<file path="config.mk">
export PLATFORM = sky130hd
export DESIGN_NAME = fdn_axil_master
export DESIGN_NICKNAME = d
export VERILOG_FILES = /design/src/rtl/fdn_axil_pkg.sv /design/src/rtl/fdn_axil_master.sv
export SDC_FILE = /design/constraint.sdc
export NUM_CORES = 1
export LEC_CHECK = 0
export BUFFER_PORTS_ARGS = -buffer_cell sky130_fd_sc_hd__clkbuf_2
export CORE_MARGIN = 1
export CORE_UTILIZATION = 45
export CTS_CLUSTER_SIZE = 10
export DETAILED_ROUTE_END_ITERATION = 7
export GPL_TIMING_DRIVEN = 1
export MAX_ROUTING_LAYER = met4
export PLACE_DENSITY = 0.84
export SLEW_MARGIN = 20
export SYNTH_ARGS = -nofsm -noshare
export SYNTH_HDL_FRONTEND = slang
export SYNTH_SLANG_ARGS = --single-unit
</file>
<file path="constraint.sdc">
create_clock -name clk -period 2.3 [get_ports clk]
set_input_delay 0.23 -clock clk [delete_from_list [all_inputs] [get_ports clk]]
set_output_delay 0.23 -clock clk [all_outputs]
set_load 0.02 [all_outputs]
</file>
<file path="src/rtl/fdn_axil_pkg.sv">
// Shared types and constants for the FDN AXI-Lite control initiator.
package fdn_axil_pkg;

    typedef enum logic [2:0] {
        IDLE,
        WADDR,
        WRESP,
        RADDR,
        RDATA,
        RSP
    } axil_st_t;

    localparam logic [1:0] RESP_OKAY   = 2'b00;
    localparam logic [1:0] RESP_SLVERR = 2'b10;

    localparam logic [31:0] REG_FAR = 32'd0;
    localparam logic [31:0] REG_ERR = 32'd1;
    localparam logic [31:0] REG_RST = 32'd2;

endpackage

</file>
<file path="src/rtl/fdn_axil_master.sv">
// Single-outstanding AXI-Lite initiator for the FDN core control slave, with dead-slave timeout.
// Define FDN_AXIL_IDCHK_EN to flag a returned bid/rid that differs from the issued ID.
module fdn_axil_master
    import fdn_axil_pkg::*;
#(
    parameter int                 ADDR_W    = 32,
    parameter int                 DATA_W    = 32,
    parameter int                 ID_W      = 4,
    parameter logic [ADDR_W-1:0]  BASE_ADDR = ADDR_W'(32'hf000_0000),
    parameter int                 TIMEOUT   = 1024
) (
    input  logic                  clk,
    input  logic                  rst,

    input  logic                  cmd_vld,
    output logic                  cmd_rdy,
    input  logic                  cmd_wr,
    input  logic [ADDR_W-1:0]     cmd_addr,
    input  logic [DATA_W-1:0]     cmd_wdata,
    input  logic [ID_W-1:0]       cmd_id,

    output logic                  rsp_vld,
    output logic [DATA_W-1:0]     rsp_data,
    output logic [1:0]            rsp_resp,
    output logic                  rsp_tout,
    output logic                  rsp_iderr,
    output logic                  busy,

    output logic [ADDR_W-1:0]     m_axil_awaddr,
    output logic [ID_W-1:0]       m_axil_awid,
    output logic                  m_axil_awvalid,
    input  logic                  m_axil_awready,
    output logic [DATA_W-1:0]     m_axil_wdata,
    output logic [DATA_W/8-1:0]   m_axil_wstrb,
    output logic                  m_axil_wvalid,
    input  logic                  m_axil_wready,
    input  logic [1:0]            m_axil_bresp,
    input  logic                  m_axil_bvalid,
    output logic                  m_axil_bready,
    input  logic [ID_W-1:0]       m_axil_bid,

    output logic [ADDR_W-1:0]     m_axil_araddr,
    output logic [ID_W-1:0]       m_axil_arid,
    output logic                  m_axil_arvalid,
    input  logic                  m_axil_arready,
    input  logic [DATA_W-1:0]     m_axil_rdata,
    input  logic [1:0]            m_axil_rresp,
    input  logic                  m_axil_rvalid,
    output logic                  m_axil_rready,
    input  logic [ID_W-1:0]       m_axil_rid
);

    localparam int CNT_W = $clog2(TIMEOUT);

    axil_st_t             state_q, state_d;
    logic [CNT_W-1:0]     cnt_q, cnt_d;
    logic                 cmd_rdy_q, cmd_rdy_d;
    logic                 awvalid_q, awvalid_d;
    logic                 wvalid_q, wvalid_d;
    logic                 bready_q, bready_d;
    logic                 arvalid_q, arvalid_d;
    logic                 rready_q, rready_d;
    logic [ADDR_W-1:0]    addr_q, addr_d;
    logic [DATA_W-1:0]    wdata_q, wdata_d;
    logic [ID_W-1:0]      id_q, id_d;
    logic [DATA_W-1:0]    rsp_data_q, rsp_data_d;
    logic [1:0]           rsp_resp_q, rsp_resp_d;
    logic                 rsp_tout_q, rsp_tout_d;
    logic                 rsp_iderr_q, rsp_iderr_d;
    logic                 tout_hit;
    logic                 abort;
    logic                 b_iderr;
    logic                 r_iderr;

`ifdef FDN_AXIL_IDCHK_EN
    assign b_iderr = (m_axil_bid != id_q);
    assign r_iderr = (m_axil_rid != id_q);
`else
    logic unused_ids;
    assign unused_ids = ^{m_axil_bid, m_axil_rid};
    assign b_iderr    = 1'b0;
    assign r_iderr    = 1'b0;
`endif

    always_ff @(posedge clk or negedge rst) begin
        if (!rst) begin
            state_q     <= IDLE;
            cnt_q       <= '0;
            cmd_rdy_q   <= 1'b0;
            awvalid_q   <= 1'b0;
            wvalid_q    <= 1'b0;
            bready_q    <= 1'b0;
            arvalid_q   <= 1'b0;
            rready_q    <= 1'b0;
            addr_q      <= '0;
            wdata_q     <= '0;
            id_q        <= '0;
            rsp_data_q  <= '0;
            rsp_resp_q  <= RESP_OKAY;
            rsp_tout_q  <= 1'b0;
            rsp_iderr_q <= 1'b0;
        end else begin
            state_q     <= state_d;
            cnt_q       <= cnt_d;
            cmd_rdy_q   <= cmd_rdy_d;
            awvalid_q   <= awvalid_d;
            wvalid_q    <= wvalid_d;
            bready_q    <= bready_d;
            arvalid_q   <= arvalid_d;
            rready_q    <= rready_d;
            addr_q      <= addr_d;
            wdata_q     <= wdata_d;
            id_q        <= id_d;
            rsp_data_q  <= rsp_data_d;
            rsp_resp_q  <= rsp_resp_d;
            rsp_tout_q  <= rsp_tout_d;
            rsp_iderr_q <= rsp_iderr_d;
        end
    end

    always_comb begin
        state_d     = state_q;
        cnt_d       = '0;
        awvalid_d   = awvalid_q;
        wvalid_d    = wvalid_q;
        bready_d    = bready_q;
        arvalid_d   = arvalid_q;
        rready_d    = rready_q;
        addr_d      = addr_q;
        wdata_d     = wdata_q;
        id_d        = id_q;
        rsp_data_d  = rsp_data_q;
        rsp_resp_d  = rsp_resp_q;
        rsp_tout_d  = rsp_tout_q;
        rsp_iderr_d = rsp_iderr_q;
        abort       = 1'b0;
        tout_hit    = (cnt_q == CNT_W'(TIMEOUT - 1));

        case (state_q)
            IDLE: begin
                if (cmd_vld && cmd_rdy_q) begin
                    addr_d      = BASE_ADDR | cmd_addr;
                    wdata_d     = cmd_wdata;
                    id_d        = cmd_id;
                    rsp_data_d  = '0;
                    rsp_resp_d  = RESP_OKAY;
                    rsp_tout_d  = 1'b0;
                    rsp_iderr_d = 1'b0;
                    if (cmd_wr) begin
                        awvalid_d = 1'b1;
                        wvalid_d  = 1'b1;
                        state_d   = WADDR;
                    end else begin
                        arvalid_d = 1'b1;
                        state_d   = RADDR;
                    end
                end
            end
            WADDR: begin
                cnt_d = cnt_q + 1'b1;
                // Address and data handshakes complete independently of each other.
                if (m_axil_awready) awvalid_d = 1'b0;
                if (m_axil_wready)  wvalid_d  = 1'b0;
                if (!awvalid_d && !wvalid_d) begin
                    bready_d = 1'b1;
                    state_d  = WRESP;
                end else if (tout_hit) begin
                    abort = 1'b1;
                end
            end
            WRESP: begin
                cnt_d = cnt_q + 1'b1;
                if (m_axil_bvalid) begin
                    bready_d    = 1'b0;
                    rsp_resp_d  = m_axil_bresp;
                    rsp_iderr_d = b_iderr;
                    state_d     = RSP;
                end else if (tout_hit) begin
                    abort = 1'b1;
                end
            end
            RADDR: begin
                cnt_d = cnt_q + 1'b1;
                if (m_axil_arready) begin
                    arvalid_d = 1'b0;
                    if (m_axil_rvalid) begin
                        rsp_data_d  = m_axil_rdata;
                        rsp_resp_d  = m_axil_rresp;
                        rsp_iderr_d = r_iderr;
                        state_d     = RSP;
                    end else begin
                        rready_d = 1'b1;
                        state_d  = RDATA;
                    end
                end else if (tout_hit) begin
                    abort = 1'b1;
                end
            end
            RDATA: begin
                cnt_d = cnt_q + 1'b1;
                if (m_axil_rvalid) begin
                    rready_d    = 1'b0;
                    rsp_data_d  = m_axil_rdata;
                    rsp_resp_d  = m_axil_rresp;
                    rsp_iderr_d = r_iderr;
                    state_d     = RSP;
                end else if (tout_hit) begin
                    abort = 1'b1;
                end
            end
            RSP:     state_d = IDLE;
            default: state_d = IDLE;
        endcase

        // A returning response in the timeout cycle has already been taken above.
        if (abort) begin
            awvalid_d  = 1'b0;
            wvalid_d   = 1'b0;
            bready_d   = 1'b0;
            arvalid_d  = 1'b0;
            rready_d   = 1'b0;
            rsp_tout_d = 1'b1;
            rsp_resp_d = RESP_SLVERR;
            rsp_data_d = '0;
            state_d    = RSP;
        end

        if (state_d != state_q) cnt_d = '0;
        cmd_rdy_d = (state_d == IDLE);
    end

    assign cmd_rdy        = cmd_rdy_q;
    assign busy           = (state_q != IDLE);
    assign rsp_vld        = (state_q == RSP);
    assign rsp_data       = rsp_data_q;
    assign rsp_resp       = rsp_resp_q;
    assign rsp_tout       = rsp_tout_q;
    assign rsp_iderr      = rsp_iderr_q;

    assign m_axil_awaddr  = addr_q;
    assign m_axil_awid    = id_q;
    assign m_axil_awvalid = awvalid_q;
    assign m_axil_wdata   = wdata_q;
    assign m_axil_wstrb   = '1;
    assign m_axil_wvalid  = wvalid_q;
    assign m_axil_bready  = bready_q;
    assign m_axil_araddr  = addr_q;
    assign m_axil_arid    = id_q;
    assign m_axil_arvalid = arvalid_q;
    assign m_axil_rready  = rready_q;

endmodule

</file>
==> results of run 1 <==
## worst min-delay path, delay by kind of cell
kind,cells,cell delay (ns)
and+or+nand+nor,2,0.08
buffers and inverters,1,0.07
## stage by stage
| step | instance area (µm²) | instances | hold slack [ns] | setup WS (ns) | utilization [%] |
|---|---|---|---|---|---|
| 6_report | 6770 | 896 | 0.0177 | 0.303 | 61.6 |
| 5_1_grt | 6770 | 896 | 0.0129 | 0.111 | 61.6 |
| 4_1_cts | 6770 | 896 | 0.00445 | 0.300 | 61.6 |
| 3_5_place_dp | 6210 | 863 | 0.286 | 0.307 | 56.6 |
| 3_3_place_gp | 6210 | 863 | 0.273 | 0.323 | 56.6 |
| 2_1_floorplan | 5130 | 527 | -0.0656 | 0.500 | - |
## final cells by class
class / count / area [µm²] / area share, %
clock inverter: 15 / 119 / 1.76
inverter: 5 / 18.8 / 0.277
clock buffer: 17 / 425 / 6.29
tap: 140 / 175 / 2.59
timing repair buffer: 269 / 1410 / 20.9
sequential: 119 / 2980 / 44.0
multi-input combinational: 331 / 1640 / 24.2
## per-layer routing
| metal | part of all wire [%] | vias up | GRT usage [%] |
|---|---|---|---|
| met3 | 5.6 | 5 | 5.20 |
| met4 | 0.65 | 0 | 6.37 |
| met1 | 42 | 1986 | 26.2 |
| met2 | 52 | 178 | 35.4 |
| met5 | 0 | - | - |
| li1 | - | 2093 | - |
## flip-flops by register name, indices dropped and copies added (netlist names)
name,flops
m_axil_awvalid,1
m_axil_wvalid,1
rsp_resp,2
m_axil_arid,4
m_axil_rready,1
rsp_data,32
cnt_q,10
cmd_rdy,1
m_axil_wdata,32
state_q,3
m_axil_arvalid,1
m_axil_araddr,29
m_axil_bready,1
rsp_tout,1
## logic make-up after synthesis
kind of cell             count (synthesis)  share of synthesized area [%]
AO/OA/AOI/OAI                           58                           8.89
XOR/XNOR                                 8                           1.37
adder cells (fa/ha/maj)                  1                          0.244
buffers and inverters                   77                           10.2
flip-flops                             119                           58.1
multiplexers                             5                          0.977
other                                    2                          0.147
AND/OR/NAND/NOR                        254                           20.1
## what timing repair did
action | 4_1_cts | 5_1_grt
hold buffers | 1 | 0
setup endpoints to repair | 0 | 0
endpoints found under the hold margin | 43 | 0
## power breakdown
group	internal, W	leakage [nW]	switching [W]	total (W)
Sequential	0.00299	1.52	0.000604	0.00360
Combinational	0.00152	2.09	0.00291	0.00443
Clock	0.00140	0.263	0.000999	0.00240
## cells in the final DEF, fill, tap and decap left out, types with 6 or more instances in the layout
cell       count
a22o_1        32
buf_4         12
clkbuf_16     17
clkbuf_2     254
dfrtp_1      119
nand2_1      204
nor2_1        22
o21ai_0        8
xor2_1         6
## how the worst max path moves through the flow
stage                         from          endpoint  slack (ns)  cells after the start
finish                  state_q[2]      rsp_data[25]        0.30                      5
global route        m_axil_awvalid      rsp_data[29]        0.11                      4
CTS                     state_q[2]      rsp_data[20]        0.30                      5
detailed placement  m_axil_awvalid       rsp_data[8]        0.31                      4
global placement    m_axil_awvalid      rsp_data[17]        0.32                      4
floorplan               state_q[1]  m_axil_araddr[0]        0.50                      9
==> metrics.md, run 1 <==
| Metric | Value |
|---|---|
| Clock slew at reported path FFs | 0.06 ns |
| Post-synth top cells | nand2_1, dfrtp_1, buf_4 |
| Mean area per synthesized cell | 9.78 µm² |
| Inserted Clock Buffers | 17 |
| Crit start category | flop |
| Worst path cell trace | nand2b_1 -> a2bb2oi_1 -> o221a_2 -> o21ba_2 -> a22o_1 |
| Final worst-path cycle share | 86.8% |
| Ratio of cells with drive above 1 in the final layout | 40.6% |
| Worst-Margin Slew | 0.644 ns |
| Post-route DRC | 0 |
| Nets | 865 |
| Worst path slowest cell | o21ba_2 |
| Slack of the worst reg-to-reg path | 0.30 ns |
| Antenna Nets Post-Route | 0 |
| Initial antenna violation count | 0 |
| Post-synthesis sequential area ratio | 58.1% |
| Buffers and inverters on the worst path | 0 |
| Post-layout power | 0.0104 W |
| Hold_sp | cmd_addr[1] |
| Die Width | 109 µm |
| CTS max path bufs | 2 |
| Final slew viol count | 0 |
| Setup Total Neg Slack | 0 ns |
| Crit Path Max Fanout | 32 |
| Antenna cells | 0 |
| Vias in the first global route | 3,796 |
| Final Critical Period | 2.00 ns |
| DP HPWL | 8.80 mm |
| Starting Density | 46.6% |
| CORE AREA | 11,000 µm² |
| RR Startpoint | state_q[2] |
| Slew margin rel. | 57.1% |
| Max-cap violations | 0 |
| Global-route wire length before repair | 18.5 mm |
| Library cell with the highest instance count after synthesis | nand2_1 |
| Worst-Skew Late Latency | 0.40 ns |
| Hold depth | 3 |
| Root buffer cell | clkbuf_16 |
| VDD IR max | 0.757 mV |
| Detailed Route WL | 12.0 mm |
| Area share of the leading cell type in the synthesized netlist | 58.1% |
| 1st-pass router iterations | 4 |
| Fill cells | 913 |
| Pin count of the biggest net entering global routing | 46 |
| Final setup viols | 0 |
| R2R depth | 5 |
| Leak pwr | 3.87 nW |
| Crit path arrival time | 2.33 ns |
| Yosys warnings | 0 |
| Crit Path Class | reg -> reg |
| Number of distinct library cells after synthesis | 43 |
| CTS tree | built |
| Yosys reg bits | 119 |
| Crit end category | flop |
| DR WL/cell | 13.3 µm |
| DRT iter0 DRCs | 252 |
| Yosys top cell by area | dfrtp_1 |
| Via density | 4.76 |
| Input/output buffers | 255 |
| CTS H-tree depth | 4 |
| Die Ht | 109 µm |
| FF-to-FF End | rsp_data[25] |
| CTS sink count | 119 |
| Post-CTS setup buffers | 0 |
| Post-synth EDFFs | 0 |
| Via Count | 4,262 |
| Post-synthesis cell area | 5120 µm² |
| Skew final | 0.0120 ns |
| Fin. Hold Viols | 0 |
| Synth top area cells | dfrtp_1, nand2_1, buf_4, a22o_1, buf_2 |
| Area delta synth->final | 32.1% |
| FP Rows | 38 |
| PwrDens | 1540 nW/µm² |
| Kind of cell adding the most delay to the critical path | compound AO/OA/AOI/OAI gates |
| Post-CTS sizing | 0 |
| Asr flop ratio synth | 100% |
| Worst hold-check path type | in -> reg |
| CP Data Required Time | 2.63 ns |
| Outcome | finished, final reports clean |
| Number of I/O pins | 273 |
| GRT Util Overall | 21.5% |
| Unrepaired setup endpoints after global routing | no |
| Fmax | 0.501 GHz |
| Hold Path End | m_axil_araddr[1] |
| Total die area | 11,800 µm² |
| Crit path largest cell delay | 0.59 ns |
| Synth Flop Type | dfrtp_1 |
| Gr ovfl total | 0 |
| GPL Wtd Cong | 0.829 |
| Mapped Cells | 524 |
(Power assumes the default switching activity.)
==> run 2: changes to the inputs <==
--- a/config.mk
+++ b/config.mk
@@ -5,6 +5,7 @@
 export SDC_FILE = /design/constraint.sdc
 export NUM_CORES = 1
 export LEC_CHECK = 0
+export ABC_AREA = 1
 export BUFFER_PORTS_ARGS = -buffer_cell sky130_fd_sc_hd__clkbuf_2
 export CORE_MARGIN = 1
 export CORE_UTILIZATION = 45
@@ -12,7 +13,7 @@
 export DETAILED_ROUTE_END_ITERATION = 7
 export GPL_TIMING_DRIVEN = 1
 export MAX_ROUTING_LAYER = met4
-export PLACE_DENSITY = 0.84
+export PLACE_DENSITY = 0.83
 export SLEW_MARGIN = 20
 export SYNTH_ARGS = -nofsm -noshare
 export SYNTH_HDL_FRONTEND = slang
==> run 2 against run 1 <==
Largest cell class unchanged. Clock power up 8%. Highest routed layer unchanged. Critical path type unchanged. Clock-buffer cell count increased by 3. Via count rose by 17%. Worst setup slack got worse by 0.088 ns. Die area grew 7.4%. Non-clock buffer count up 6.
==> metrics.md, run 2 <==
| Metric | Value |
|---|---|
| Outcome | finished, final reports clean |
| Max-cap violations | 0 (unchanged) |
| PwrDens | 1510 nW/µm² (-1.8%) |
| Library cell with the highest instance count after synthesis | nand2_1 |
| Worst path cell trace | inv_1 -> nand3_2 -> nand2_4 -> o21ai_4 -> nand2_1 -> inv_4 -> nand2_1 -> nand2_1 -> nand2_1 -> nand2_1 |
| Post-route insts no fill | 1,041 (+16%) |
| Fin. Hold Viols | 0 (unchanged) |
| Fmax | 0.480 GHz (-4.2%) |
| Gr ovfl total | 0 (unchanged) |
| Synth top area cells | dfrtp_1, nand2_1, buf_4, nand3_1, inv_1 |
| Input/output buffers | 255 (unchanged) |
| Detailed Route WL | 13.3 mm (+11%) |
| Hold WS | 0.0132 ns (-0.00452 ns) |
| Global-route wire length before repair | 21.1 mm (+14%) |
| Final worst-path cycle share | 90.7% (+3.8 points) |
| GRT Util Overall | 21.9% (+0.47 points) |
| Antenna cells | 0 (unchanged) |
| Yosys warnings | 0 (unchanged) |
| Area delta synth->final | 33.4% |
| Inserted Clock Buffers | 17 (unchanged) |
| Mean area per synthesized cell | 8.42 µm² (-14%) |
| 1st-pass router iterations | 6 (+2) |
| CP startpoint | state_q[0] |
| Slew margin rel. | 54.7% (-2.3 points) |
| Total die area | 12,700 µm² (+7.4%) |
| Post-synthesis sequential area ratio | 54.1% (-4.1 points) |
| Worst-Skew Late Latency | 0.41 ns (about the same) |
| Starting Density | 46.0% (-0.59 points) |
| Final setup viols | 0 (unchanged) |
| GPL Wtd Cong | 0.837 (+0.98%) |
| Area share of the leading cell type in the synthesized netlist | 54.1% (-4.1 points) |
| Slack of the worst reg-to-reg path | 0.22 ns (-0.09 ns) |
| Post-route DRC | 0 (unchanged) |
| CORE AREA | 12,000 µm² (+8.9%) |
| Leak pwr | 4.30 nW (+11%) |
| CTS sink count | 119 (unchanged) |
| Crit path arrival time | 2.43 ns (+0.10 ns) |
| Placed insts | 995 (+15%) |
| Via density | 4.77 (+0.31%) |
| Die Ht | 113 µm (+3.6%) |
| CTS max path bufs | 2 (unchanged) |
| Final Critical Period | 2.08 ns (+0.0877 ns) |
| Finished Core Util | 61.4% (-0.20 points) |
| FP Rows | 40 (+5.3%) |
| Post-synth EDFFs | 0 (unchanged) |
| CTS H-tree depth | 4 (unchanged) |
| Worst hold-check path type | in -> reg |
| Crit Path Max Fanout | 33 (+3.1%) |
| Worst setup endpoint | rsp_resp[0] |
| Hold depth | 3 (unchanged) |
| Yosys reg bits | 119 (unchanged) |
| Synth Flop Type | dfrtp_1 |
| Worst path slowest cell | dfrtp_1 |
| Most Frequent Cell on Critical Path | nand2_1 |
| Vias in the first global route | 4,472 (+18%) |
| CP Data Required Time | 2.65 ns (+0.02 ns) |
| Die Width | 113 µm (+3.6%) |
| Root buffer cell | clkbuf_16 |
| Post-synth top cells | nand2_1, dfrtp_1, buf_4 |
| Worst-Margin Slew | 0.673 ns (+0.0287 ns) |
| Crit start category | flop |
| Asr flop ratio synth | 100% (unchanged) |
| Post-synthesis cell area | 5510 µm² (+7.5%) |
| Number of distinct library cells after synthesis | 38 (-12%) |
| CTS tree | built |
| Pin count of the biggest net entering global routing | 66 (+43%) |
| Fill cells | 1,012 (+11%) |
| Commonest non-fill, non-tap cell in the layout | nand2_1 |
| RR Startpoint | state_q[0] |
| Nets | 1,003 (+16%) |
| DR WL/cell | 12.8 µm (-4.1%) |
| R2R depth | 10 (+5) |
| Final slew viol count | 0 (unchanged) |
| Crit end category | flop |
| Via Count | 4,967 (+17%) |
| FF-to-FF End | rsp_resp[0] |
| DRT iter0 DRCs | 241 (-4.4%) |
| Setup Total Neg Slack | 0 ns (unchanged) |
| Yosys top cell by area | dfrtp_1 |
| Mapped Cells | 654 (+25%) |
| VDD IR max | 0.848 mV (+12%) |
| Crit path largest cell delay | 0.60 ns (about the same) |
| Post-layout power | 0.0111 W (+6.6%) |
| DP HPWL | 9.12 mm (+3.6%) |
| Antenna Nets Post-Route | 0 (unchanged) |
| Ratio of cells with drive above 1 in the final layout | 37.5% (-3.1 points) |
| Crit Path Class | reg -> reg |
| Initial antenna violation count | 0 (unchanged) |
| Number of I/O pins | 273 (unchanged) |
| Most frequent cells in the layout | nand2_1, clkbuf_2, dfrtp_1, nand3_1, inv_1 |
| Unrepaired setup endpoints after global routing | no |
| Skew final | 0.00867 ns (-0.00332 ns) |
| Clock slew at reported path FFs | 0.06 ns (about the same) |
## run 2: final cells by class
class                   count  area (µm²)  share of cell area (%)
flip-flops and latches    119        2980                    40.5
clock buffers              20         457                    6.22
clock inverters            12         126                    1.72
well taps                 147         184                    2.50
repair buffers            275        1510                    20.6
multi-input cells         438        1970                    26.9
inverters                  30         115                    1.57
## run 2: how the worst min path moves through the flow
| stage | startpoint | to | slack, ns |
|---|---|---|---|
| 2_1_floorplan | rst | cmd_rdy | -0.07 |
| 3_3_place_gp | rst | rsp_data[22] | 0.12 |
| 3_5_place_dp | rst | rsp_data[22] | 0.12 |
| 4_1_cts | cmd_wdata[14] | m_axil_wdata[14] | 0.0006 |
| 5_1_grt | cmd_wdata[29] | m_axil_wdata[29] | 0.01 |
| 6_report | cmd_addr[14] | m_axil_araddr[14] | 0.01 |
## run 2: per-layer routing
layer	wire (µm)	share of wire, %	global-route usage (%)	vias up
li1	-	-	-	2432
met1	5550	42	25.1	2317
met2	6610	50	36.4	200
met3	941	7.1	5.99	18
met4	217	1.6	9.07	0
met5	0	0	-	-
## run 2: per-stage QoR
step | area (µm²) | setup slack, ns
floorplan | 5520 | 0.525
finish | 7350 | 0.215
CTS | 7340 | 0.104
global placement | 6620 | 0.144
global route | 7350 | 0.0324
detailed placement | 6620 | 0.131
## run 2: worst max-delay path, delay by kind of cell (launching register included)
kind	cells	cell delay, ns
AOI/OAI and AO/OA	1	0.37
and+or+nand+nor	7	0.62
DFF	1	0.60
buffers and inverters	2	0.42
## run 2: power breakdown
group	switching (W)	total, W	internal [W]
sequential	0.000600	0.00353	0.00293
combinational	0.00344	0.00499	0.00155
clock	0.000946	0.00259	0.00164
total	0.00499	0.0111	0.00612
## run 2: logic make-up after synthesis
group	synth area share [%]
AO/OA/AOI/OAI	3.18
adder cells (fa/ha/maj)	0.227
buffers and inverters	10.4
flip-flops	54.1
other	0.136
AND/OR/NAND/NOR	31.9
## run 2: repair_timing
item                                    in CTS  in global routing
setup buffers                                0                  0
hold buffers                                14                  0
resized for setup                            0                  2
endpoints found under the hold margin       41                  0
endpoints found under the setup margin       0                 33
